## src/rtl/pencoder_iter.sv

```systemverilog
// Iterative multi-lane priority encoder: accepts a request vector and walks every set bit,
// emitting up to LANES indices per handshaked output beat in LSB- or MSB-first priority order.
module pencoder_iter #(
    parameter int WIDTH     = 127,
    parameter int LANES     = 1,
    parameter bit MSB_FIRST = 1'b0
) (
    input  logic                           clk,
    input  logic                           rst_n,
    input  logic                           flush,
    input  logic                           in_valid,
    output logic                           in_ready,
    input  logic [WIDTH-1:0]               in_vec,
    output logic                           out_valid,
    input  logic                           out_ready,
    output logic [LANES-1:0]               out_lane_vld,
    output logic [LANES*$clog2(WIDTH)-1:0] out_idx,
    output logic                           out_last,
    output logic                           out_zero,
    output logic                           dbg_scan
);
    localparam int IW = $clog2(WIDTH);

    typedef enum logic {IDLE = 1'b0, SCAN = 1'b1} state_e;

    // Handshakes: a transfer on either side happens on a rising edge where valid && ready;
    // out_* are held stable while out_valid && !out_ready, and in_vec is sampled only on accept.

    state_e           state_q, state_d;
    logic [WIDTH-1:0] rem_q, rem_d;
    logic             zflag_q, zflag_d;

    logic [WIDTH-1:0]    scan;
    logic [WIDTH-1:0]    emit_mask;
    logic [LANES-1:0]    lane_vld;
    logic [LANES*IW-1:0] lane_idx;
    logic                found;
    logic [IW-1:0]       pos;
    logic [IW-1:0]       bi;
    logic                last_beat;
    logic                scanning;
    logic                fire;
    logic                accept;

    // Peel off the LANES highest-priority set bits; what remains decides out_last.
    always_comb begin
        scan      = rem_q;
        emit_mask = '0;
        lane_vld  = '0;
        lane_idx  = '0;
        found     = 1'b0;
        pos       = '0;
        bi        = '0;
        for (int l = 0; l < LANES; l++) begin
            found = 1'b0;
            pos   = '0;
            for (int k = 0; k < WIDTH; k++) begin
                bi = MSB_FIRST ? IW'(WIDTH - 1 - k) : IW'(k);
                if (!found && scan[bi]) begin
                    found = 1'b1;
                    pos   = bi;
                end
            end
            if (found) begin
                lane_vld[l]             = 1'b1;
                lane_idx[l*IW +: IW]    = pos;
                scan[pos]               = 1'b0;
                emit_mask[pos]          = 1'b1;
            end
        end
        last_beat = (scan == '0);
    end

    assign scanning = (state_q == SCAN);
    assign fire     = scanning && out_ready;
    assign in_ready = !flush && (!scanning || (fire && last_beat));
    assign accept   = in_valid && in_ready;

    always_comb begin
        state_d = state_q;
        rem_d   = rem_q;
        zflag_d = zflag_q;
        if (flush) begin
            state_d = IDLE;
            rem_d   = '0;
            zflag_d = 1'b0;
        end else begin
            if (fire) begin
                rem_d = rem_q & ~emit_mask;
                if (last_beat) begin
                    state_d = IDLE;
                    zflag_d = 1'b0;
                end
            end
            // A vector accepted on the final beat reloads rem directly, giving no bubble.
            if (accept) begin
                state_d = SCAN;
                rem_d   = in_vec;
                zflag_d = (in_vec == '0);
            end
        end
    end

    always_ff @(posedge clk or negedge rst_n) begin
        if (!rst_n) begin
            state_q <= IDLE;
            rem_q   <= '0;
            zflag_q <= 1'b0;
        end else begin
            state_q <= state_d;
            rem_q   <= rem_d;
            zflag_q <= zflag_d;
        end
    end

    assign out_valid    = scanning;
    assign out_lane_vld = scanning ? lane_vld : '0;
    assign out_idx      = scanning ? lane_idx : '0;
    assign out_last     = scanning && last_beat;
    assign out_zero     = scanning && zflag_q;
    assign dbg_scan     = scanning;

endmodule

```

## config.mk

```make
export PLATFORM = sky130hd
export DESIGN_NAME = pencoder_iter
export DESIGN_NICKNAME = d
export VERILOG_FILES = /design/src/rtl/pencoder_iter.sv
export SDC_FILE = /design/constraint.sdc
export NUM_CORES = 1
export LEC_CHECK = 0
export CAP_MARGIN = 15
export CORE_MARGIN = 10
export CORE_UTILIZATION = 50
export CTS_CLUSTER_DIAMETER = 80
export DETAILED_ROUTE_END_ITERATION = 6
export PLACE_DENSITY = 0.78
export SLEW_MARGIN = 20
export SYNTH_ARGS = -nofsm -noshare
export SYNTH_HDL_FRONTEND = slang
export SYNTH_SLANG_ARGS = --single-unit
```

## constraint.sdc

```tcl
create_clock -name clk -period 7.09 [get_ports clk]
set_input_delay 1.418 -clock clk [delete_from_list [all_inputs] [get_ports clk]]
set_output_delay 1.418 -clock clk [all_outputs]
set_load 0.01 [all_outputs]
```

; ---- Word-level counts from Yosys, hierarchy flattened
; Cells that the tools add are included.
[totals]
word_cells = 546
ff_bits = 129
[classes]
order_cmp = 2
reduce_logical = 267
bitwise = 4
n_mux = 270
[op_table]
columns = operator, n
row1 = two-way mux 7 bit, 126
row2 = two-way mux 127 bit, 5
row3 = AND 127 bit, 2
row4 = logical NOT 127 bit, 2
row5 = inverter 127 bit, 2
row6 = two-way mux 1 bit, 137
row7 = logical AND 1 bit, 133
row8 = logical NOT 1 bit, 128
row9 = < comparator 7 x 8 -> 1 bit (second input constant), 1
row10 = demux 1 bit (select 7 bit), 1
row11 = greater-or-equal comparator 7 x 1 -> 1 bit (second input constant), 1
row12 = nonzero test 3 bit, 2
row13 = two-way mux 2 bit, 1
row14 = AND reduction 2 bit, 1
row15 = logical OR 1 bit, 1

; ---- Logic depth before layout (Yosys ltp)
; Gate-level depths: netlist (run 1).
[logic_depth]
depth_word = 393
mapped_depth = 17

; ---- Least setup slack after synthesis (run 1)
; Ideal clock, no wire load.
[synth_path]
kind = reg2out
start = reg rem_q[80]
end = out in_ready
path_slack_ns = 1.922
n_path_buf = 2
path_stages_with_launch = 14
arrival_ns = 3.750
path_cell_list = dfrtp_1 buf_2 or4_4 or4_1 buf_2 nor3_4 nand3_2 or4_4 nor2_2 a221o_1 nor2_1 o31ai_2 a41o_1 and2_1
[synth_between]
elab_chain_cells = 151
word_cells_on_any_way = 199
cone_classes = order compare (2) / mux (97) / bitwise (2) / reduce/logical (98)
[synth_rtl]
columns = element, line
row1 = from (decl), 30  ; logic [WIDTH-1:0] rem_q, rem_d;
row2 = from (signal assigned), 111  ; rem_q <= rem_d;
row3 = logical AND 1 bit, 59  ; if (!found && scan[bi]) begin
row4 = two-way mux 1 bit, 59
row5 = logical NOT 1 bit, 59
row6 = logical AND 1 bit, 59
row7 = two-way mux 1 bit, 59
row8 = logical NOT 1 bit, 59
row9 = logical AND 1 bit, 59
row10 = two-way mux 1 bit, 59
row11 = [... 135 more ...], n/a
row12 = demux 1 bit (select 7 bit), 67  ; scan[pos] = 1'b0;
row13 = inverter 127 bit (no source line), n/a
row14 = AND 127 bit (no source line), n/a
row15 = two-way mux 127 bit *, 64  ; if (found) begin
row16 = logical NOT 127 bit *, 71  ; last_beat = (scan == '0);
row17 = logical AND 1 bit *, 76  ; assign in_ready = !flush && (!scanning || (fire && last_beat));
row18 = logical OR 1 bit *, 76
row19 = logical AND 1 bit *, 76
row20 = to (decl), 12  ; output logic in_ready,
; Every way passes the cells marked *; elsewhere a longest branch is shown, timed or not.

; ---- Worst setup path in the final report (run 1)
[layout_path]
start = reg rem_q[2]
end = out in_ready
[layout_between]
elab_chain_cells = 385
word_cells_on_any_way = 511
cone_classes = order compare (2) / mux (253) / bitwise (2) / reduce/logical (254)
[layout_rtl]
columns = element, line
row1 = logical AND 1 bit, 59
row2 = two-way mux 1 bit, 59
row3 = logical NOT 1 bit, 59
row4 = logical AND 1 bit, 59
row5 = two-way mux 1 bit, 59
row6 = logical NOT 1 bit, 59
row7 = logical AND 1 bit, 59
row8 = two-way mux 1 bit, 59
row9 = [... 369 more ...], n/a
row10 = demux 1 bit (select 7 bit), 67
row11 = inverter 127 bit (no source line), n/a
row12 = AND 127 bit (no source line), n/a
row13 = two-way mux 127 bit *, 64
row14 = logical NOT 127 bit *, 71
row15 = logical AND 1 bit *, 76
row16 = logical OR 1 bit *, 76
row17 = logical AND 1 bit *, 76
; Marks and branches as above.

==> reports/metrics.yaml, run 1 <==
grt_pass1_wl_um: 74620
fillers: 1850
outcome: "finished, violations left"
ys_seq_area_share_pct: 29.95
clock_latency_ns: 0.44
antenna_found_initial: 1
yosysUniqueCellTypes: 79
clkTransAtPathRegs_ns: 0.07
worst_setup_path_start_kind: "flop"
cpMaxStageDelayCell: "or4_1"
design_area_sq_um: 13300
htree_levels: 4
async_flop_share_pct: 100.0
die_area_sq_um: 27830
ant_nets: 0
worstPathCellList: "or4_1 > nor4_4 > nand4_1 > buf_4 > nor3_1 > o2111ai_1 > nor4_1 > nand4_1 > or4_1 > inv_1 > a41o_1 > and2_1 > clkdlybuf4s50_1"
clock.fmax_ghz: 0.1450
synth_ff_type: "dfrtp_1"
timing.final.crit_period_ns: 6.898
portBuffers: 144
grt_setup_unrepaired: "no"
place.gp.congestion: 1.070
ys_top_cells_by_area: "dfrtp_1, mux2i_1, nand2_1"
yosysMostFrequentCell: "nand2_1"
required_ns: 5.67
overflow: 0
dp.final_hpwl_um: 38450
track_usage_pct: 33.85
p_leak_uw: 0.005154
finalMaxSlewViolations: 0
cts_root_buffer: "clkbuf_16"
finalPower_uw: 2650
die_x_um: 166.8
syn-cell-area_sq_um: 10780
numClockSinks: 129
tritoncts: "done"
synth_top_cell_area_share_pct: 29.95
area_delta_synth_final_pct: 23.37
synth_edf_count: 0
finClkSkew_ns: 0.01627
cp-end-kind: "output port"
maxCapViolCount: 0
maxSlewHeadroom_pct: 24.50
max_stage_delay_ns: 0.77
placed_area_sq_um: 12550
vias: 12507
synth.avg_cell_area_sq_um: 7.966
fin_cells: 1769
max-clock-path-buffers: 2
initial_utilization_pct: 51.11
die_h_um: 166.8
place_inst: 1734
grt_pass1_vias: 11981
syn-num-nets: 1485
core_area_sq_um: 21090
final-seq-area_sq_um: 3228
cts_inserted_buffers: 17
yosys.area.top_type: "dfrtp_1"
rows: 53
place_ws_ns: 0.2632
drc: 6
finalNetCount: 1612
drt-wirelength-per-cell_um: 27.84
multi_input_area_sq_um: 7028
syn_inst: 1353
worstMarginPinSlew_ns: 1.128
ys_warn_count: 0
cp_max_fo: 22
crit_type: "reg2out"
hold_path.class: "reg2reg"
setup_ws_ns: 0.1921
ir_drop_uv: 129.1
drt_first_iter_violations: 2113
violations: "DRC"
hold_viol: 0
vias_per_cell: 7.070
grt_max_degree: 92
finalCritPeriodShare_pct: 97.29
synth_seq_cells: 129
power.density_nw_per_um2: 199.3
crit_arrival_ns: 5.48
first_pass_iters: 7
wl_um: 49250
drive_gt1_share_pct: 10.11
io_pins: 145
setup_viol: 0
setup_tns_ns: 0
synth.top_cells.by_count: "nand2_1, dfrtp_1, mux2i_1"
[power breakdown]
group	internal [uW]	total [uW]	switching [uW]
combinational	305	773	468
clock	628	1000	375
sequential	780	873	93.9
total	1710	2650	937
[cells by family (layout without fill, tap and decap cells)]
| family | count (synthesis) | in the layout | synth area share (%) |
|---|---|---|---|
| simple gates | 669 | 669 | 32.34 |
| compound gates | 294 | 294 | 19.82 |
| buf+inv | 131 | 271 | 5.630 |
| flops | 129 | 129 | 29.95 |
| mux | 126 | 126 | 11.89 |
| fa+ha+maj | 4 | 4 | 0.3715 |
| other cells | 0 | 1 | 0 |
[through the flow]
stage	util, %	hold slack, ns
floorplan	-	0.5586
global placement	59.49	0.5831
detailed placement	59.49	0.6092
CTS	62.63	0.6173
global route	63.04	0.6520
finish	63.05	0.6409
[area by class of cell]
cell class / count / share of cell area [%]
Multi-Input combinational cell: 1093 / 52.86
Sequential cell: 129 / 24.28
Timing Repair Buffer: 205 / 14.32
Clock buffer: 21 / 3.613
Tap cell: 275 / 2.588
Clock inverter: 11 / 1.327
Inverter: 34 / 0.9975
Antenna cell: 1 / 0.01882
[per-layer routing]
layer / GRT usage (%) / vias up / share of wire [%]
li1: - / 5462 / -
met3: 7.602 / 169 / 11
met2: 50.95 / 963 / 43
met4: 13.63 / 2 / 4.5
met1: 45.94 / 5911 / 41
met5: 0 / - / 0.035
[registers in the layout (all words and copies together) (netlist names)]
register  cells
zflag_q       1
dbg_scan      1
rem_q       127
[worst max-delay path: cells and delay by family (launching register included)]
family,cells,cell delay (ns)
AND/OR/NAND/NOR,8,3.21
buffers and inverters,3,0.95
AO/OA/AOI/OAI,2,0.43
flip-flops,1,0.43
[cell usage in the layout (no fill, tap or decap), types with 15 or more instances in the layout]
cell | netlist | layout
a21oi_1 | 31 | 31
a31oi_1 | 16 | 16
buf_4 | 2 | 61
clkbuf_16 | 0 | 17
clkdlybuf4s50_1 | 0 | 142
dfrtp_1 | 129 | 129
inv_1 | 34 | 33
mux2i_1 | 110 | 110
nand2_1 | 187 | 187
nand3_1 | 70 | 70
nand4_1 | 41 | 41
nor2_1 | 109 | 107
nor2b_1 | 18 | 18
nor3_1 | 45 | 44
nor4_1 | 69 | 65
o211ai_1 | 58 | 58
o21ai_0 | 47 | 47
o311ai_0 | 24 | 24
o31ai_1 | 15 | 15
or2_2 | 17 | 17
or3_1 | 25 | 25
or4_1 | 25 | 24
[final timing paths]
kind / depth (start not counted) / endpoint / slack (ns) / startpoint
setup / recovery: 13 / in_ready / 0.19 / rem_q[2]
hold / removal: 2 / rem_q[18] / 0.64 / rem_q[18]
setup reg to reg: 13 / rem_q[48] / 1.67 / rem_q[2]
hold reg to reg: 2 / rem_q[18] / 0.64 / rem_q[18]
max in group asynchronous: 2 / rem_q[36] / 4.61 / rst_n
min in group asynchronous: 1 / rem_q[107] / 1.06 / rst_n
[repair_timing]
item | in CTS | in global routing
setup endpoints to repair | 2 | 2
setup buffers | 0 | 2
pin swaps | 0 | 2
gates resized for setup | 2 | 12
hold buffers | 0 | 0
No activity file was read; power rests on OpenSTA's default activity.
==> inputs of run 2 (changes only) <==
--- a/config.mk
+++ b/config.mk
@@ -10,7 +10,9 @@
 export CORE_UTILIZATION = 50
 export CTS_CLUSTER_DIAMETER = 80
 export DETAILED_ROUTE_END_ITERATION = 6
-export PLACE_DENSITY = 0.78
+export DONT_BUFFER_PORTS = 1
+export PLACE_DENSITY = 0.69
+export RECOVER_POWER = 100
 export SLEW_MARGIN = 20
 export SYNTH_ARGS = -nofsm -noshare
 export SYNTH_HDL_FRONTEND = slang
==> reports/metrics.yaml, run 2 (synthesis gave the netlist of run 1 again) <==
hold_depth: 2
max_stage_delay_ns: 0.64
ctsHoldBuffers: 0
final_common_cell: "nand2_1"
r2r_start: "rem_q[40]"
drt_first_iter_violations: 1925
ant_nets: 0
track_usage_pct: 32.83
area_delta_synth_final_pct: 6.467
ir_drop_uv: 150.0
vias: 11673
layout_common_cells: "nand2_1, dfrtp_1, mux2i_1, nor2_1, nand3_1"
initial_utilization_pct: 51.11
crit_arrival_ns: 5.45
hold_end: "rem_q[2]"
setup_tns_ns: 0
worstPathCellList: "buf_4 > nor3_1 > nand4_1 > nor3_1 > buf_4 > a31oi_1 > a2111o_1 > nor4_1 > nand4_1 > or4_1 > inv_1 > a41o_1 > and2_0"
required_ns: 5.67
cp_max_fo: 9
drive_gt1_share_pct: 8.082
cts_inserted_buffers: 17
tritoncts: "done"
grt_max_degree: 130
finalNetCount: 1444
placed_area_sq_um: 10960
hold_viol: 0
antenna_found_initial: 4
finalMaxSlewViolations: 0
portBuffers: 0
wl_um: 47540
crit_type: "reg2out"
r2r-end: "rem_q[12]"
io_pins: 145
grt_setup_unrepaired: "no"
largest_register_ffs: 127
design_area_sq_um: 11470
clkTransAtPathRegs_ns: 0.06
maxCapViolCount: 0
maxSlewHeadroom_pct: 19.56
cpMaxStageDelayCell: "nand4_1"
fillers: 2079
power.density_nw_per_um2: 205.9
grt_pass1_wl_um: 71430
finalPower_uw: 2363
post-cts-setup-buffers: 0
outcome: "finished clean"
grt_pass1_vias: 10926
hp-start: "rem_q[2]"
top_register: "rem_q"
cts-resized-gates: 0
clock_latency_ns: 0.44
timing.final.crit_period_ns: 6.871
drt-wirelength-per-cell_um: 29.69
r2r_slack_ns: 0.41
numClockSinks: 129
vias_per_cell: 7.291
cp-end-kind: "output port"
first_pass_iters: 6
htree_levels: 4
r2r_cells: 15
clock.fmax_ghz: 0.1455
worstMarginPinSlew_ns: 1.207
cts_root_buffer: "clkbuf_16"
finClkSkew_ns: 0.01095
place.gp.congestion: 1.125
die_area_sq_um: 27830
setup_viol: 0
max-clock-path-buffers: 2
die_h_um: 166.8
p_leak_uw: 0.004382
hold_path.class: "reg2reg"
rows: 53
core_area_sq_um: 21090
worst_setup_path_start_kind: "flop"
die_x_um: 166.8
overflow: 0
finalCritPeriodShare_pct: 96.90
drc: 0
dp.final_hpwl_um: 37170
## run 2: cell count changes in the layout (fill, tap and decap cells not counted), sizes merged
cell           previous run  this run
clkbuf                   21        26
clkinv                    2         5
clkdlybuf4s50           142         0
diode                     1         2
clkinvlp                  4         3
inv                      35        39
bufinv                    4         1
buf                      63        28
## run 2: metal layers
layer  vias to the layer above  global-route usage [%]  part of all wire, %  wire (um)
met2                       779                   48.74                   43      20530
met5                         -                       0                0.015          7
li1                       5134                       -                    -          -
met1                      5626                   44.95                   42      19750
met4                         2                   11.34                  3.9       1854
met3                       132                   8.802                   11       5399
## run 2: layout make-up
type / count / area, sq um / area share [%]
Clock inverter: 14 / 132.6 / 1.156
Timing Repair Buffer: 37 / 257.7 / 2.246
Antenna cell: 2 / 5.005 / 0.04362
Inverter: 34 / 132.6 / 1.156
Tap cell: 275 / 344.1 / 2.999
Sequential cell: 129 / 3228 / 28.13
Multi-Input combinational cell: 1093 / 6949 / 60.56
Clock buffer: 17 / 425.4 / 3.707
## run 2: report_power, final
group / leakage, uW / internal, uW / switching (uW) / total (uW)
clock network: 0.000267 / 485 / 386 / 871
logic: 0.00238 / 214 / 403 / 616
registers: 0.00174 / 779 / 96.1 / 876
total: 0.00438 / 1480 / 885 / 2360
## run 2: critical path: cells and delay by family (launching register included)
family                 cells  cell delay (ns)
AO/OA/AOI/OAI              3             0.78
buffers and inverters      3             0.58
flip-flops                 1             0.36
AND/OR/NAND/NOR            7             3.27
## run 2: worst max-delay path by stage
stage	start	endpoint	cells after the start
finish	rem_q[40]	in_ready	13
global route	rem_q[40]	rem_q[12]	15
CTS	rem_q[40]	in_ready	13
detailed placement	rem_q[40]	in_ready	13
global placement	rem_q[40]	in_ready	13
floorplan	rem_q[80]	in_ready	13
## run 2: per-stage QoR
step	instances	utilization (%)	setup slack (ns)	hold WS, ns
finish	1601	54.41	0.2195	0.6108
global route	1599	54.39	0.06671	0.6588
CTS	1599	54.62	0.4000	0.6055
detailed placement	1568	51.98	0.9160	0.5966
global placement	1568	51.97	0.8811	0.5982
floorplan	1353	-	1.922	0.5586
